$ cat src/rtl/fir_tx_pkg.sv
// Shared types and sizing helpers for the filtered-sample serial transmitter.
package fir_tx_pkg;

  typedef enum logic {
    IDLE  = 1'b0,
    SHIFT = 1'b1
  } tx_state_e;

  localparam int DEF_OUT_W   = 16;
  localparam int DEF_BIT_DIV = 4;

  // Counter width able to hold 0..n-1, never narrower than one bit.
  function automatic int cnt_w(input int n);
    return (n <= 2) ? 1 : $clog2(n);
  endfunction

  localparam int DEF_BIT_CNT_W = cnt_w(DEF_OUT_W);
  localparam int DEF_PH_CNT_W  = cnt_w(DEF_BIT_DIV);

endpackage

$ cat src/rtl/fir_tx_scaler.sv
// Arithmetic right shift and width reduction of one filter output sample.
// FIR_SAMPLE_TX_SATURATE_EN selects clamping instead of wrap-around truncation.
module fir_tx_scaler #(
  parameter int N     = 32,
  parameter int OUT_W = 16,
  parameter int SHIFT = 10
) (
  input  logic signed [N-1:0]     i_y,
  output logic        [OUT_W-1:0] o_word
);
  import fir_tx_pkg::*;

`ifdef FIR_SAMPLE_TX_SATURATE_EN
  logic signed [N-1:0] w_s;
  logic                w_ovf;

  assign w_s = i_y >>> SHIFT;
  // Value fits only when every bit above the output sign bit matches it.
  assign w_ovf  = !((&w_s[N-1:OUT_W-1]) || !(|w_s[N-1:OUT_W-1]));
  assign o_word = w_ovf ? {w_s[N-1], {(OUT_W-1){~w_s[N-1]}}} : w_s[OUT_W-1:0];
`else
  assign o_word = OUT_W'(i_y >>> SHIFT);
`endif

endmodule

$ cat src/rtl/fir_sample_tx.sv
// Captures a filter sample on each clk_d rising edge and shifts it out MSB-first
// with bit clock and one-bit frame sync. Build option: FIR_SAMPLE_TX_SATURATE_EN.
//
// state | meaning
// IDLE  | waiting for a sample edge, outputs low
// SHIFT | frame in progress, OUT_W bits of BIT_DIV clk cycles each
module fir_sample_tx #(
  parameter int N       = 32,
  parameter int OUT_W   = 16,
  parameter int SHIFT   = 10,
  parameter int BIT_DIV = 4
) (
  input  logic                clk,
  input  logic                rst,
  input  logic                ena,
  input  logic                clk_d,
  input  logic signed [N-1:0] y_in,
  input  logic                ovr_clr,
  output logic                sck,
  output logic                ws,
  output logic                sd,
  output logic                busy,
  output logic                overrun
);
  import fir_tx_pkg::*;

  localparam int BC_W = cnt_w(OUT_W);
  localparam int PH_W = cnt_w(BIT_DIV);
  localparam logic [BC_W-1:0] BIT_FIRST = BC_W'(OUT_W - 1);
  localparam logic [PH_W-1:0] PH_LAST   = PH_W'(BIT_DIV - 1);
  localparam logic [PH_W-1:0] PH_HALF   = PH_W'(BIT_DIV / 2);

  tx_state_e        r_state;
  logic             r_clk_d_q;
  logic [OUT_W-1:0] r_sr;
  logic [BC_W-1:0]  r_bit;
  logic [PH_W-1:0]  r_phase;
  logic             r_sck, r_ws, r_sd, r_busy, r_overrun;

  logic [OUT_W-1:0] w_scaled;
  logic [PH_W-1:0]  w_ph_next;
  logic             w_edge, w_last, w_load, w_drop;

  fir_tx_scaler #(.N(N), .OUT_W(OUT_W), .SHIFT(SHIFT)) u_scaler (
    .i_y    (y_in),
    .o_word (w_scaled)
  );

  assign w_edge    = clk_d & ~r_clk_d_q & ena;
  assign w_last    = (r_state == fir_tx_pkg::SHIFT) && (r_bit == '0) && (r_phase == PH_LAST);
  assign w_load    = w_edge && ((r_state == fir_tx_pkg::IDLE) || w_last);
  assign w_drop    = w_edge && (r_state == fir_tx_pkg::SHIFT) && !w_last;
  assign w_ph_next = r_phase + PH_W'(1);

  // Outputs are registered alongside the state so they change cleanly on clk.
  always_ff @(posedge clk) begin
    if (rst) begin
      r_state   <= fir_tx_pkg::IDLE;
      r_clk_d_q <= 1'b0;
      r_sr      <= '0;
      r_bit     <= '0;
      r_phase   <= '0;
      r_sck     <= 1'b0;
      r_ws      <= 1'b0;
      r_sd      <= 1'b0;
      r_busy    <= 1'b0;
      r_overrun <= 1'b0;
    end else begin
      r_clk_d_q <= clk_d;

      if (w_drop)       r_overrun <= 1'b1;
      else if (ovr_clr) r_overrun <= 1'b0;

      if (w_load) begin
        r_state <= fir_tx_pkg::SHIFT;
        r_sr    <= w_scaled;
        r_bit   <= BIT_FIRST;
        r_phase <= '0;
        r_busy  <= 1'b1;
        r_ws    <= 1'b1;
        r_sd    <= w_scaled[OUT_W-1];
        r_sck   <= 1'b0;
      end else if (r_state == fir_tx_pkg::SHIFT) begin
        if (w_last) begin
          r_state <= fir_tx_pkg::IDLE;
          r_phase <= '0;
          r_busy  <= 1'b0;
          r_ws    <= 1'b0;
          r_sd    <= 1'b0;
          r_sck   <= 1'b0;
        end else if (r_phase == PH_LAST) begin
          r_phase <= '0;
          r_sr    <= {r_sr[OUT_W-2:0], 1'b0};
          r_bit   <= r_bit - BC_W'(1);
          r_sd    <= r_sr[OUT_W-2];
          r_ws    <= 1'b0;
          r_sck   <= 1'b0;
        end else begin
          r_phase <= w_ph_next;
          r_sck   <= (w_ph_next >= PH_HALF);
        end
      end
    end
  end

  assign sck     = r_sck;
  assign ws      = r_ws;
  assign sd      = r_sd;
  assign busy    = r_busy;
  assign overrun = r_overrun;

endmodule

$ cat config.mk
export PLATFORM = sky130hd
export DESIGN_NAME = fir_sample_tx
export DESIGN_NICKNAME = d
export VERILOG_FILES = /design/src/rtl/fir_tx_pkg.sv /design/src/rtl/fir_tx_scaler.sv /design/src/rtl/fir_sample_tx.sv
export SDC_FILE = /design/constraint.sdc
export NUM_CORES = 1
export LEC_CHECK = 0
export CORE_MARGIN = 3
export CORE_UTILIZATION = 30
export DETAILED_ROUTE_END_ITERATION = 16
export GPL_ROUTABILITY_DRIVEN = 0
export SYNTH_ARGS = -nofsm -noshare
export SYNTH_HDL_FRONTEND = slang
export SYNTH_SLANG_ARGS = --single-unit
$ cat constraint.sdc
create_clock -name clk -period 2.05 [get_ports clk]
set_input_delay 0.41 -clock clk [delete_from_list [all_inputs] [get_ports clk]]
set_output_delay 0.41 -clock clk [all_outputs]
set_load 0.05 [all_outputs]
==> results.toml <==
[worst_setup_path]
critical_path.max_stage_delay_ns = 0.81
critical_path_arrival_ns = 1.44
worst_path_buffer_plus_inverter_count = 1
critPathLaunch = "r_phase[1]"
rr_startpoint = "r_phase[1]"
worstSetupEndpointType = "output port"
crit_path_max_fanout = 3
crit_path_cell_trace = "clkdlybuf4s50_1"
category_of_the_most_critical_setup_path = "reg -> out"
worstSetupStartpointType = "flip-flop"
critPathTopFamily = "buffers and inverters"
crit_required_ns = 1.64
timing.critical_path.slowest_stage_cell = "sky130_fd_sc_hd__clkdlybuf4s50_1"

[logic_synthesis]
synthesis.instances = 146
syn_nets = 185
post_synth_instance_area_um2 = 1230
synth.ff_latch_count = 27
ys.flop_type = "sky130_fd_sc_hd__dfxtp_1"
area_fraction_in_compound_gates_after_synthesis_pct = 18.6
synth_largest_type_area_fraction_pct = 43.9
synthXorXnorAreaFrac_pct = 1.42
yosysMostFrequentCell = "sky130_fd_sc_hd__nand2_1"
synthesis.area_per_instance_um2 = 8.42
synth_largest_area_cell = "sky130_fd_sc_hd__dfxtp_1"
postSynth.asyncResetShare_pct = 0
synth-edff-count = 0
combinational_family_with_the_most_area_after_synthesis = "simple AND/OR/NAND/NOR gates"
post_synth_most_frequent_cells = "28 x sky130_fd_sc_hd__nand2_1, 27 x sky130_fd_sc_hd__dfxtp_1, 18 x sky130_fd_sc_hd__nor2_1"
synthMuxAreaShare_pct = 0.814
seq_area_frac_synth_pct = 43.9
synth-warning-count = 0
post_synth_main_area_contributors = "sky130_fd_sc_hd__dfxtp_1 44%, sky130_fd_sc_hd__nand2_1 8.5%, sky130_fd_sc_hd__a311oi_1 8.5%, sky130_fd_sc_hd__nor2_1 5.5%, sky130_fd_sc_hd__a21oi_1 3.7%"
netlist-cell-type-count = 35
synth_simple_gate_area_share_pct = 27.7
yosys.area_share.adder_pct = 2.03

[timing]
maxSlewHeadroom_pct = 66.9
setup_tns_ns = 0
finalClockSkew_ns = 0.00513
fmax_mhz = 542
finalSetupViolations = 0
final-max-slew-violation-count = 0
hold_viol_final = 0
grt_setup_unrepaired = "no"
worstMarginPinSlew_ns = 0.495
period_utilization_post_route_pct = 90.0
fin_crit_ns = 1.85

[clock_tree]
worst_setup_hold_path_clk_slew_ns = 0.09
clock_insertion_delay_worst_skew_ns = 0.27
cts_tree = "built"
cts-htree-levels = 1
root_buffer = "sky130_fd_sc_hd__clkbuf_8"
postCtsHoldBufs = 0
cts_resized = 0
clock-sinks = 27
cts_buffer_depth = 2
cts_setup_buffers = 0
numCtsBuffers = 3

[route]
route.detailed.vias_per_inst = 5.12
ant_nets = 0
route.detailed.wl_per_inst_um = 12.7
initialDrtViolationCount = 59
drc = 0
vias = 1106
totalWireLength_um = 2750
dr.pass1.iters = 4

[placed_design]
dp.cells = 212
post_dp_hpwl_um = 1920
port_buffers = 25

[global_route]
initial_antenna_violation_count = 0
grt_overflow = 0
grt_start_max_net_pins = 31
grt_pass1_wl_um = 4760
grt_util_all_layers_pct = 11.7
first_global_vias = 1028

[status]
status = "completed"

[finish]
antenna_cells_inserted = 0
final_cell_count_no_fill = 216
finalNetCount = 208
fillCellCount = 384
drive_gt1_share_pct = 7.74
areaGrowthSynthToFinish_pct = 28.3

[power]
power.density_cell_area_nw_per_um2 = 670
ir_drop_mv = 0.567
cellLeakagePower_nw = 0.532

[floorplan]
boundaryPins = 42
rows = 22
core_area_um2 = 3800
dieWidth_um = 70.0
initial_core_utilization_pct = 32.4
die_h_um = 70.0
floorplan.die_area_um2 = 4900

[worst_hold_path]
hold_crit_start = "r_sr[0]"
worstHoldPathType = "reg -> reg"

[run]
drv_cap = 0
==> layout by cell type (no fill, tap or decap), drive strengths merged <==
master         instances
inv                    3
or3                    2
a21oi                  9
o21ai                  3
nand3b                 1
xor2                   1
nand2                 28
ha                     2
clkbuf                 3
or3b                   1
o21a                   1
o211ai                 1
buf                    3
nor3                   4
mux2i                  1
nor2                  19
dfxtp                 27
a31oi                  1
nor2b                  2
and3b                  1
nor4                   1
clkdlybuf4s50         25
and4bb                 1
a311oi                12
nor3b                  1
nand3                  8
xnor2                  1
clkinv                 1
a22oi                  1
a221oi                 1
a211oi                 3
==> state kept, by name (all words and copies together), names as in the netlist <==
name and count:
r_sr 15, overrun 1, sd 1, ws 1, r_clk_d_q 1, r_state 1
busy 1, r_phase 2, r_bit 4
==> path summary, 6_finish.rpt <==
path	end	slack (ns)	depth (start not counted)
setup reg to reg	r_sr[3]	0.24	5
setup / recovery	sck	0.20	1
hold reg to reg	r_sr[0]	0.47	2
hold / removal	r_sr[0]	0.47	2
==> kinds of logic after synthesis <==
group | after synthesis
muxes | 1
and+or+nand+nor | 69
adders and majority gates | 2
xor gates and xnor gates | 2
AOI/OAI and AO/OA | 32
DFF | 27
buffers and inverters | 13
==> layout make-up <==
cell class | count | area, µm² | area share (%)
Clock buffer | 3 | 41.3 | 2.62
Timing Repair Buffer | 28 | 298 | 18.9
Tap cell | 48 | 60.1 | 3.81
Inverter | 3 | 11.3 | 0.714
Clock inverter | 1 | 5.00 | 0.317
Multi-Input combinational cell | 106 | 622 | 39.4
Sequential cell | 27 | 541 | 34.3
==> stage by stage <==
step | hold WS, ns | utilization [%] | area [µm²] | setup slack, ns | power, W
CTS | 0.474 | 41.5 | 1580 | 0.188 | 0.00107
global route | 0.495 | 41.5 | 1580 | 0.0516 | 0.00112
finish | 0.473 | 41.5 | 1580 | 0.204 | 0.00106
detailed placement | 0.461 | 40.3 | 1530 | 0.162 | 0.000773
global placement | 0.456 | 40.3 | 1530 | 0.194 | 0.000766
floorplan | 0.448 | - | 1230 | 0.199 | 0.000692
==> layer usage <==
layer	share of wire, %	vias to the layer above	global-route usage [%]
met5	0	-	0
met4	0.44	0	1.91
met3	4.9	2	3.74
met2	48	23	19.0
met1	47	517	15.3
li1	-	564	-
==> where the power goes <==
part	internal [W]	leakage (nW)	total, W	switching (W)
logic	0.0000945	0.285	0.000181	0.0000865
clock network	0.000136	0.0255	0.000296	0.000160
registers	0.000557	0.221	0.000579	0.0000225
Note: power is estimated with default switching activity, not from simulation.
